### src/rtl/bresenham_stepper.sv
// Bresenham ray stepper. It folds a signed endpoint offset into the first octant,
// then streams normalised (x_in, y_in) points with the flags the flip stage needs.
module bresenham_stepper #(
  parameter int XW = 8,
  parameter int YW = 7
) (
  input  logic                 clk,
  input  logic                 rst,
  input  logic                 cmd_valid,
  output logic                 cmd_ready,
  input  logic signed [XW-1:0] dx,
  input  logic signed [YW-1:0] dy,
  output logic                 out_valid,
  input  logic                 out_ready,
  output logic [XW-1:0]        x_in,
  output logic [YW-1:0]        y_in,
  output logic                 flip_x,
  output logic                 flip_y,
  output logic                 flip_identity,
  output logic                 last
);

  typedef enum logic [1:0] {
    S_IDLE  = 2'd0,
    S_SETUP = 2'd1,
    S_STEP  = 2'd2
  } state_t;

  // Most negative inputs are pulled in by one so every magnitude fits XW-1 / YW-1 bits.
  localparam logic signed [XW-1:0] DX_MIN = {1'b1, {(XW-1){1'b0}}};
  localparam logic signed [XW-1:0] DX_SAT = {1'b1, {(XW-2){1'b0}}, 1'b1};
  localparam logic signed [YW-1:0] DY_MIN = {1'b1, {(YW-1){1'b0}}};
  localparam logic signed [YW-1:0] DY_SAT = {1'b1, {(YW-2){1'b0}}, 1'b1};
  localparam logic [XW-1:0]        X_ONE  = {{(XW-1){1'b0}}, 1'b1};
  localparam logic [YW-1:0]        Y_ONE  = {{(YW-1){1'b0}}, 1'b1};

  state_t                state_q, state_d;
  logic signed [XW-1:0]  dx_q, dx_d;
  logic signed [YW-1:0]  dy_q, dy_d;
  logic [XW-1:0]         major_q, major_d;
  logic [XW-1:0]         minor_q, minor_d;
  logic signed [XW+1:0]  err_q, err_d;
  logic [XW-1:0]         x_q, x_d;
  logic [YW-1:0]         y_q, y_d;
  logic                  fx_q, fx_d;
  logic                  fy_q, fy_d;
  logic                  fi_q, fi_d;
  logic                  last_q, last_d;

  // Octant classification of the captured command
  logic signed [XW-1:0]  dx_sat;
  logic signed [YW-1:0]  dy_sat;
  logic [XW-1:0]         ax;
  logic [YW-1:0]         ay;
  logic [XW-1:0]         ay_ext;
  logic                  swap;
  logic [XW-1:0]         major_s;
  logic [XW-1:0]         minor_s;
  logic signed [XW+1:0]  err_init;

  always_comb begin
    dx_sat   = (dx_q == DX_MIN) ? DX_SAT : dx_q;
    dy_sat   = (dy_q == DY_MIN) ? DY_SAT : dy_q;
    ax       = dx_sat[XW-1] ? -dx_sat : dx_sat;
    ay       = dy_sat[YW-1] ? -dy_sat : dy_sat;
    ay_ext   = {{(XW-YW){1'b0}}, ay};
    swap     = (ay_ext > ax);
    major_s  = swap ? ay_ext : ax;
    minor_s  = swap ? ax : ay_ext;
    err_init = $signed({1'b0, minor_s, 1'b0}) - $signed({2'b00, major_s});
  end

  // Stepping arithmetic for the point currently presented
  logic [XW-1:0]         x_inc;
  logic                  err_pos;
  logic signed [XW+1:0]  err_diag;
  logic signed [XW+1:0]  err_flat;

  always_comb begin
    x_inc    = x_q + X_ONE;
    err_pos  = !err_q[XW+1] && (err_q != '0);
    err_flat = err_q + $signed({1'b0, minor_q, 1'b0});
    err_diag = err_flat - $signed({1'b0, major_q, 1'b0});
  end

  always_comb begin
    state_d = state_q;
    dx_d    = dx_q;
    dy_d    = dy_q;
    major_d = major_q;
    minor_d = minor_q;
    err_d   = err_q;
    x_d     = x_q;
    y_d     = y_q;
    fx_d    = fx_q;
    fy_d    = fy_q;
    fi_d    = fi_q;
    last_d  = last_q;

    case (state_q)
      S_IDLE: begin
        if (cmd_valid) begin
          dx_d    = dx;
          dy_d    = dy;
          state_d = S_SETUP;
        end
      end

      S_SETUP: begin
        fx_d    = dx_sat[XW-1];
        fy_d    = dy_sat[YW-1];
        fi_d    = swap;
        major_d = major_s;
        minor_d = minor_s;
        err_d   = err_init;
        x_d     = '0;
        y_d     = '0;
        last_d  = (major_s == '0);
        state_d = S_STEP;
      end

      S_STEP: begin
        if (out_ready) begin
          if (last_q) begin
            state_d = S_IDLE;
          end else begin
            x_d    = x_inc;
            last_d = (x_inc == major_q);
            if (err_pos) begin
              y_d   = y_q + Y_ONE;
              err_d = err_diag;
            end else begin
              err_d = err_flat;
            end
          end
        end
      end

      default: state_d = S_IDLE;
    endcase
  end

  always_ff @(posedge clk or posedge rst) begin
    if (rst) begin
      state_q <= S_IDLE;
      dx_q    <= '0;
      dy_q    <= '0;
      major_q <= '0;
      minor_q <= '0;
      err_q   <= '0;
      x_q     <= '0;
      y_q     <= '0;
      fx_q    <= 1'b0;
      fy_q    <= 1'b0;
      fi_q    <= 1'b0;
      last_q  <= 1'b0;
    end else begin
      state_q <= state_d;
      dx_q    <= dx_d;
      dy_q    <= dy_d;
      major_q <= major_d;
      minor_q <= minor_d;
      err_q   <= err_d;
      x_q     <= x_d;
      y_q     <= y_d;
      fx_q    <= fx_d;
      fy_q    <= fy_d;
      fi_q    <= fi_d;
      last_q  <= last_d;
    end
  end

  assign cmd_ready     = (state_q == S_IDLE);
  assign out_valid     = (state_q == S_STEP);
  assign x_in          = x_q;
  assign y_in          = y_q;
  assign flip_x        = fx_q;
  assign flip_y        = fy_q;
  assign flip_identity = fi_q;
  assign last          = last_q;

endmodule

### config.mk
export PLATFORM = sky130hd
export DESIGN_NAME = bresenham_stepper
export DESIGN_NICKNAME = d
export VERILOG_FILES = /design/src/rtl/bresenham_stepper.sv
export SDC_FILE = /design/constraint.sdc
export NUM_CORES = 1
export LEC_CHECK = 0
export ABC_CLOCK_PERIOD_IN_PS = 4400
export CAP_MARGIN = 25
export CORE_UTILIZATION = 45
export CTS_CLUSTER_DIAMETER = 50
export CTS_CLUSTER_SIZE = 30
export DETAILED_ROUTE_END_ITERATION = 8
export HOLD_SLACK_MARGIN = 0.12
export PLACE_DENSITY = 0.69
export SYNTH_ARGS = -nofsm -noshare
export SYNTH_HDL_FRONTEND = slang
export SYNTH_SLANG_ARGS = --single-unit
### constraint.sdc
create_clock -name clk -period 4.4 [get_ports clk]
set_input_delay 0.66 -clock clk [delete_from_list [all_inputs] [get_ports clk]]
set_output_delay 0.66 -clock clk [all_outputs]
set_load 0.02 [all_outputs]
==> run_results.csv, run 1 <==
group,metric,value,unit
synth,syn_area,4320,um2
synth,yosysTopAreaCellShare,0.359,
timing,period_needed,4.47,ns
placed_design,gp_congestion,0.888,
drt,vias,3738,
die,die-area,10000,um2
worst_setup_path,start_kind,"flop",
global_routing,grt_first_pass_wirelength,17.4,mm
cells_and_area,final_cell_mix,"nand2_1, dfrtp_1, nor2_1, clkdlybuf4s50_1, buf_4",
drt,viasPerCell,5.30,
cells_and_area,regArea,1550,um2
timing,drv_slew,0,
timing,max_slew.worst_pin.slew,0.897,ns
cts,clockBufferDepth,2,
synth,synth-seq-cells,62,
synth,syn_nets,551,
drt,drtAntennaViolNets,0,
global_routing,grt.total_usage,0.225,
placed_design,pre_cts_ws,-0.130,ns
timing,max-slew-margin-rel,0.401,
cts,insertion_delay,0.35,ns
die,die_width,100,um
synth,synthTopCellsByArea,"dfrtp_1, ha_1, nand2_1, xnor2_1, mux2_2",
synth,avgSynthCellArea,8.71,um2
drt,wl,10.9,mm
synth,yosysWarnings,0,
cells_and_area,antennaDiodeCount,0,
timing,rsz0062_at_grt,"true",
cts,cts_tree,"built",
synth,ys_seq_area_frac,0.359,
global_routing,first_global_vias,3700,
run,drv_cap,0,
drt,dr.pass1.iters,4,
timing,fin_tns_setup,-0.159,ns
worst_setup_path,cp_max_fo,5,
global_routing,grt_antenna_before_repair,0,
worst_setup_path,path_class,"flop to flop",
die,core_region_area,9280,um2
placed_design,hpwl,7.88,mm
cells_and_area,fillerInstances,804,
die,fp.dieH,100,um
worst_setup_path,cp.required,4.67,ns
timing,fin_worst_skew,0.00870,ns
worst_setup_path,arrival,4.74,ns
outcome,failed_checks,"negative setup slack",
synth,synth_cell_types,51,
timing,clock.fmax,224,MHz
cells_and_area,multi_input_area,2790,um2
synth,synth_ff_type,"dfrtp_1",
outcome,status,"finished, violations left",
cts,holdBufCountCts,0,
cells_and_area,finalNetCount,626,
cells_and_area,area_growth,27.0,%
synth,syn_inst,496,
synth,synthArstFlopShare,1.00,
cts,cts_sinks,62,
die,row_count,35,
min_path,hold_class,"flop to flop",
timing,fin_crit_sh,1.02,
cts,cts_root_buf,"clkbuf_8",
die,start_util,0.465,
drt,routedWlPerCell,15.4,um
timing,finalHoldViolCount,0,
cells_and_area,drive_gt1_frac,0.184,
synth,synth_area_leader_cell,"dfrtp_1",
placed_design,port-buffer-count,39,
cts,cts_inserted_buffers,9,
timing,setup_slack,-0.0711,ns
worst_setup_path,endpoint_kind,"flop",
drt,drt_iter0_drc,188,
cts,h-tree-depth,3,
cts,path_clk_slew,0.07,ns
timing,finalSetupViolCount,3,
synth,synth-edff-count,0,
drt,drc,0,
global_routing,grt_overflow,0,
die,ios,40,
cells_and_area,mostFrequentLayoutCell,"nand2_1",
global_routing,grt_max_degree,43,
-- metal layers --
layer | share of wire | track usage | vias to the layer above | routed length [um]
met5 | 0 | 0 | - | 0
met4 | 0.022 | 0.0981 | 0 | 240
met3 | 0.032 | 0.0286 | 24 | 350
met2 | 0.49 | 0.383 | 76 | 5330
met1 | 0.45 | 0.288 | 1770 | 4940
li1 | - | - | 1868 | -
-- cell type report --
class | count | area share
Inverter | 29 | 0.0198
Clock inverter | 5 | 0.00912
Timing Repair Buffer | 79 | 0.127
Tap cell | 129 | 0.0294
Clock buffer | 11 | 0.0239
Sequential cell | 62 | 0.283
Multi-Input combinational cell | 390 | 0.508
-- worst max-delay path, stage by stage (launching register included) --
cell and delay, ns:
dfrtp_1 0.41, nor3_4 0.21, a41oi_2 0.15, ha_1 0.29
nand2_1 0.07, a21boi_2 0.19, inv_2 0.07, ha_4 0.27
nor2b_4 0.12, o21a_1 0.13, o21ai_2 0.06, a221o_1 0.40
a31oi_4 0.26, mux2_4 0.37, fa_2 0.40, a21o_1 0.17
a21oi_2 0.17, o21bai_1 0.09, a21oi_2 0.18, nor2b_1 0.07
o21ai_1 0.13, a22oi_1 0.08, o21ai_1 0.11
-- registers in the layout, summed over array words and instances, names as in the netlist --
name,count
major_q,8
y_in,7
flip_x,1
state_q,2
flip_identity,1
err_q,10
minor_q,8
dx_q,8
dy_q,7
flip_y,1
last,1
x_in,8
-- cells in the mapped netlist, types with 2 or more instances --
library cell,n
a21o_1,12
a21oi_1,29
a31oi_1,6
and2_1,4
and3_1,3
clkbuf_1,14
dfrtp_1,62
fa_1,3
ha_1,33
inv_1,29
mux2_2,17
mux2i_1,9
nand2_1,73
nand2b_1,3
nand3_1,15
nand4_1,6
nor2_1,44
nor2b_1,5
nor3_1,6
nor3b_1,4
nor4_1,2
o211ai_1,3
o21ai_0,38
o21bai_1,7
o22a_1,2
o31ai_1,2
xnor2_1,26
xor2_1,16
-- stage by stage --
stage          instances  hold WS, ns  utilization  cell area (um2)
2_1_floorplan        496        0.451            -             4370
5_1_grt              705        0.518        0.591             5490
3_3_place_gp         677        0.466        0.546             5070
3_5_place_dp         677        0.477        0.546             5070
4_1_cts              701        0.492        0.575             5340
6_report             705        0.482        0.591             5490
-- path summary, 6_finish.rpt --
path	startpoint	end	slack, ns	cells past startpoint
setup / recovery	dy_q[4]$_DFFE_PP0P_	err_q[8]$_DFFE_PP0P_	-0.07	22
hold / removal	flip_identity$_DFFE_PP0P_	flip_identity$_DFFE_PP0P_	0.48	2
setup reg to reg	dy_q[4]$_DFFE_PP0P_	err_q[8]$_DFFE_PP0P_	-0.07	22
hold reg to reg	flip_identity$_DFFE_PP0P_	flip_identity$_DFFE_PP0P_	0.48	2
max in group asynchronous	rst	minor_q[3]$_DFFE_PP0P_	2.75	3
min in group asynchronous	rst	x_in[3]$_DFFE_PP0P_	0.83	2
-- timing repair --
item                                    4_1_cts  5_1_grt
gates cloned                                  1        0
pin swaps                                    15       22
endpoints found under the setup margin        4        7
buffers inserted                              7        6
gates resized for setup                      10       24
-- kinds of logic after synthesis --
group,count (synthesis),synth area share
flip-flops,62,0.359
AND/OR/NAND/NOR,171,0.180
buffers and inverters,45,0.0403
adder cells (fa/ha/maj),36,0.109
other,1,0.000868
AO/OA/AOI/OAI,113,0.160
XOR/XNOR,42,0.0851
multiplexers,26,0.0652
Power of run 1 is not shown: default switching activity piles up to over one toggle a cycle in this logic, so the estimate is an artifact.
==> run 2, diff against run 1 <==
Settings changed: RECOVER_POWER set to 50.
==> run 2 against run 1 <==
Against the previous run:
- die area unchanged
- wire length down 0.55%
- cell count unchanged
- the run ends with max-capacitance violations, max-slew violations, negative setup slack left
- first-iteration DRC count up 2.1%
- fmax about the same
- global-route usage unchanged
- final area down 0.14%
- clock skew up 0.0013 ns
- via count down 0.24%
- non-clock buffer count unchanged
==> run_results.csv, run 2 (synthesis results as in run 1) <==
group,metric,value,unit
worst_setup_path,reg2reg_depth,22,
global_routing,grt_antenna_before_repair,0,
die,die_width,100,um
min_path,whs_endpoint,"flip_identity$_DFFE_PP0P_",
die,start_util,0.465,
worst_setup_path,cp_cell_sequence,"nor3_4 -> a41oi_2 -> ha_1 -> nand2_1 -> a21boi_2 -> inv_2 -> ha_4 -> nor2b_4 -> o21a_1 -> o21ai_2 -> a221o_1 -> a31oi_4 -> mux2_4 -> fa_2 -> a21o_1 -> a21oi_2 -> o21bai_1 -> a21oi_2 -> nor2b_1 -> o21ai_1 -> a22oi_1 -> o21ai_1",
cells_and_area,largest_register_ffs,10,
cts,insertion_delay,0.34,ns
die,row_count,35,
drt,drt_iter0_drc,192,
timing,max-slew-margin-rel,-0.0886,
cells_and_area,final_cell_mix,"nand2_1, dfrtp_1, nor2_1, clkdlybuf4s50_1, buf_4",
global_routing,grt_max_degree,43,
cts,cts_root_buf,"clkbuf_8",
worst_setup_path,timing.rr.end,"err_q[8]$_DFFE_PP0P_",
cts,cts_tree,"built",
global_routing,grt.total_usage,0.225,
cells_and_area,top_register,"err_q",
cts,clockBufferDepth,2,
cts,cts_inserted_buffers,9,
worst_setup_path,cpPeakStageDelay,0.41,ns
cts,holdBufCountCts,0,
drt,vias,3729,
drt,drc,0,
cells_and_area,finalNetCount,626,
cells_and_area,regArea,1550,um2
timing,fin_worst_skew,0.0100,ns
die,ios,40,
placed_design,port-buffer-count,39,
cells_and_area,mostFrequentLayoutCell,"nand2_1",
cells_and_area,area_growth,26.8,%
worst_setup_path,timing.rr.start,"dy_q[4]$_DFFE_PP0P_",
global_routing,grt_overflow,0,
cells_and_area,antennaDiodeCount,0,
timing,timing.hold.ws,0.482,ns
drt,drtAntennaViolNets,0,
cts,h-tree-depth,3,
timing,clock.fmax,224,MHz
cells_and_area,multi_input_area,2790,um2
placed_design,gp_congestion,0.888,
placed_design,placed_cells,677,
worst_setup_path,path_class,"flop to flop",
placed_design,hpwl,7.88,mm
cells_and_area,stdcell_count,705,
cts,path_clk_slew,0.07,ns
worst_setup_path,start_kind,"flop",
worst_setup_path,cp_max_fo,5,
die,die-area,10000,um2
global_routing,grt_first_pass_wirelength,17.4,mm
run,drv_cap,1,
cts,cts_sinks,62,
worst_setup_path,cp.required,4.66,ns
global_routing,first_global_vias,3700,
timing,rsz0062_at_grt,"true",
timing,finalSetupViolCount,3,
timing,max_slew.worst_pin.slew,1.63,ns
drt,viasPerCell,5.29,
placed_design,pre_cts_ws,-0.130,ns
outcome,failed_checks,"max-capacitance violations, max-slew violations, negative setup slack",
die,fp.dieH,100,um
drt,routedWlPerCell,15.3,um
die,core_region_area,9280,um2
timing,setup_slack,-0.0672,ns
outcome,status,"finished, violations left",
min_path,hold_class,"flop to flop",
min_path,hold_start,"flip_identity$_DFFE_PP0P_",
timing,period_needed,4.47,ns
cells_and_area,post-route-util,0.590,
worst_setup_path,rrSetupSlack,-0.07,ns
worst_setup_path,endpoint_kind,"flop",
worst_setup_path,cp_slowest_cell,"dfrtp_1",
drt,wl,10.8,mm
min_path,whs_path_depth,2,
cells_and_area,drive_gt1_frac,0.179,
timing,drv_slew,43,
drt,dr.pass1.iters,4,
cells_and_area,fillerInstances,808,
timing,finalHoldViolCount,0,
timing,fin_crit_sh,1.02,
worst_setup_path,arrival,4.73,ns
## run 2: critical path: cells and delay by family, from the launching register on
family,cells,cell delay [ns]
simple gates,4,0.47
compound gates,13,2.12
buf+inv,1,0.07
flops,1,0.41
mux,1,0.37
fa+ha+maj,3,0.96
## run 2: per-stage QoR
stage	instance area [um2]	setup TNS [ns]
floorplan	4370	-0.0108
global placement	5070	0
detailed placement	5070	-0.347
CTS	5340	-0.0908
global route	5480	-1.30
finish	5480	-0.146
## run 2: layout make-up
cell class,count,share of cell area
Multi-Input combinational cell,390,0.509
Sequential cell,62,0.283
Clock buffer,11,0.0240
Tap cell,129,0.0295
Inverter,29,0.0199
Timing Repair Buffer,79,0.125
Clock inverter,5,0.00913
## run 2: worst max path at each step
| stage | start | endpoint | slack (ns) |
|---|---|---|---|
| 6_report | dy_q[4]$_DFFE_PP0P_ | err_q[8]$_DFFE_PP0P_ | -0.07 |
| 5_1_grt | dy_q[4]$_DFFE_PP0P_ | err_q[8]$_DFFE_PP0P_ | -0.29 |
| 4_1_cts | dy_q[2]$_DFFE_PP0P_ | err_q[8]$_DFFE_PP0P_ | -0.04 |
| 3_5_place_dp | dy_q[4]$_DFFE_PP0P_ | err_q[8]$_DFFE_PP0P_ | -0.13 |
| 3_3_place_gp | dy_q[4]$_DFFE_PP0P_ | err_q[8]$_DFFE_PP0P_ | 0.05 |
| 2_1_floorplan | dy_q[4]$_DFFE_PP0P_ | err_q[6]$_DFFE_PP0P_ | -0.01 |
## run 2: per-layer routing
metal	GRT usage	vias to the layer above	part of all wire
li1	-	1868	-
met1	0.288	1766	0.45
met2	0.383	77	0.50
met3	0.0286	18	0.032
met4	0.0981	0	0.017
met5	0	-	0
## run 2: timing repair
| action | CTS | global route |
|---|---|---|
| setup endpoints to repair | 4 | 7 |
| gates cloned | 1 | 0 |
| buffers inserted | 7 | 6 |
| pin swaps | 15 | 22 |
| endpoints found under the hold margin | 0 | 0 |
| gates resized for setup | 10 | 24 |
Power of run 2 is left out for the same reason.
==> run 3, diff against run 2 <==
--- a/config.mk
+++ b/config.mk
@@ -16,2 +16,3 @@
 export RECOVER_POWER = 50
+export SLEW_MARGIN = 10
 export SYNTH_ARGS = -nofsm -noshare
==> constraint.sdc (replaced) <==
create_clock -name clk -period 4.4 [get_ports clk]
set_input_delay 0.88 -clock clk [delete_from_list [all_inputs] [get_ports clk]]
set_output_delay 0.88 -clock clk [all_outputs]
set_load 0.02 [all_outputs]
==> run 3 against run 2 <==
Against the previous run:
- count of clock-buffer cells in the layout down 1
- cell count is 0.28% lower
- critical endpoint unchanged
- fmax is 1.3% lower
- global-route usage is 0.49 points higher
- register-to-register slack got worse by 0.06 ns
- final area decreased by 1.1%
- non-clock buffer count rose by 1
- the flow finishes with violations (negative setup slack)
- worst hold slack got worse by 0.0079 ns
- via count is 0.16% higher
- largest cell class unchanged
==> run_results.csv, run 3 (synthesis results as in run 1) <==
group,metric,value,unit
timing,fin_crit_sh,1.03,
drt,wl,10.6,mm
timing,drv_slew,0,
worst_setup_path,start_kind,"flop",
worst_setup_path,cp-startpoint,"dx_q[3]$_DFFE_PP0P_",
global_routing,grt_overflow,0,
drt,routedWlPerCell,15.1,um
timing,finalSetupViolCount,4,
cts,insertion_delay,0.34,ns
timing,setup_slack,-0.125,ns
worst_setup_path,rrSetupSlack,-0.13,ns
timing,max-slew-margin-rel,0.0569,
die,die-area,10000,um2
drt,drtAntennaViolNets,0,
die,start_util,0.465,
cts,cts_root_buf,"clkbuf_8",
cells_and_area,post-route-util,0.584,
cells_and_area,fillerInstances,830,
global_routing,grt_max_degree,39,
drt,drt_iter0_drc,231,
cts,path_clk_slew,0.07,ns
timing,rsz0062_at_grt,"true",
timing,max_slew.worst_pin.slew,1.41,ns
cells_and_area,area_growth,25.4,%
cells_and_area,largest_register_ffs,10,
worst_setup_path,cp_max_fo,5,
run,drv_cap,0,
worst_setup_path,arrival,4.78,ns
drt,vias,3735,
timing,period_needed,4.53,ns
min_path,hold_start,"flip_x$_DFFE_PP0P_",
die,ios,40,
cts,clockBufferDepth,2,
placed_design,placed_area,5080,um2
drt,viasPerCell,5.31,
worst_setup_path,timing.rr.start,"dx_q[3]$_DFFE_PP0P_",
placed_design,placed_cells,679,
cts,cts_tree,"built",
global_routing,grt_antenna_before_repair,0,
die,fp.dieH,100,um
cells_and_area,mostFrequentLayoutCell,"nand2_1",
worst_setup_path,endpoint_kind,"flop",
cells_and_area,regArea,1550,um2
worst_setup_path,reg2reg_depth,22,
cells_and_area,top_register,"err_q",
outcome,status,"finished, violations left",
cts,cts_inserted_buffers,9,
die,row_count,35,
worst_setup_path,path_class,"flop to flop",
die,core_region_area,9280,um2
cts,holdBufCountCts,0,
cells_and_area,finalNetCount,627,
cells_and_area,stdcell_count,703,
placed_design,port-buffer-count,39,
global_routing,grt_first_pass_wirelength,17.9,mm
timing,finalHoldViolCount,0,
min_path,whs_path_depth,2,
drt,drc,0,
cts,h-tree-depth,3,
placed_design,gp_congestion,0.870,
placed_design,hpwl,7.87,mm
min_path,hold_class,"flop to flop",
outcome,failed_checks,"negative setup slack",
cells_and_area,antennaDiodeCount,0,
cells_and_area,multi_input_area,2760,um2
global_routing,first_global_vias,3799,
die,die_width,100,um
drt,dr.pass1.iters,4,
cells_and_area,final_cell_mix,"nand2_1, dfrtp_1, nor2_1, clkdlybuf4s50_1, buf_4",
cells_and_area,drive_gt1_frac,0.166,
cells_and_area,post-route-cell-area,5420,um2
worst_setup_path,cp.required,4.66,ns
timing,clock.fmax,221,MHz
global_routing,grt.total_usage,0.230,
cts,cts_sinks,62,
timing,fin_worst_skew,0.0115,ns
-- run 3: cell type report --
cell class,instances,area share
clock buffers,10,0.0236
clock inverters,3,0.00277
inverters,29,0.0201
multi-input cells,390,0.510
flip-flops and latches,62,0.286
well taps,129,0.0298
repair buffers,80,0.127
-- run 3: final timing paths --
check                                        to
max                        err_q[8]$_DFFE_PP0P_
min                          flip_x$_DFFE_PP0P_
max in group asynchronous   y_in[3]$_DFFE_PP0P_
min reg2reg                  flip_x$_DFFE_PP0P_
max reg2reg                err_q[8]$_DFFE_PP0P_
min in group asynchronous   dy_q[5]$_DFFE_PP0P_
-- run 3: repair_timing --
action                                  4_1_cts  5_1_grt
gates resized for setup                      13       14
endpoints found under the setup margin        6        7
gates cloned                                  1        0
setup buffers                                 9        2
endpoints found under the hold margin         0        0
pin swaps                                    14       18
-- run 3: per-layer routing --
layer  vias up  global-route usage  share of wire
met5         -                   0              0
met2        84               0.393           0.50
met3        22              0.0418          0.034
met1      1768               0.290           0.45
met4         0              0.0881          0.021
li1       1861                   -              -
-- run 3: worst max-delay path: stages (launching register included) --
cell,delay [ns]
dfrtp_1,0.41
nor4_4,0.29
a31oi_1,0.16
ha_1,0.33
mux2i_2,0.28
ha_4,0.25
nor2b_1,0.12
o21a_1,0.18
o21ai_2,0.14
a221o_1,0.26
a31oi_4,0.15
buf_4,0.19
mux2i_4,0.19
buf_4,0.15
fa_2,0.36
a21o_1,0.20
a21oi_2,0.15
o21bai_1,0.09
a21oi_2,0.17
nor2b_1,0.06
o21ai_1,0.14
a22oi_1,0.08
o21ai_1,0.11
-- run 3: metrics by stage --
stage | setup slack (ns) | setup TNS, ns | hold WS, ns
floorplan | -0.0108 | -0.0108 | 0.451
global placement | 0.0389 | 0 | 0.470
detailed placement | -0.136 | -0.477 | 0.463
CTS | -0.0543 | -0.103 | 0.479
global route | -0.339 | -1.69 | 0.499
finish | -0.125 | -0.277 | 0.474
Power of run 3 is left out for the same reason.
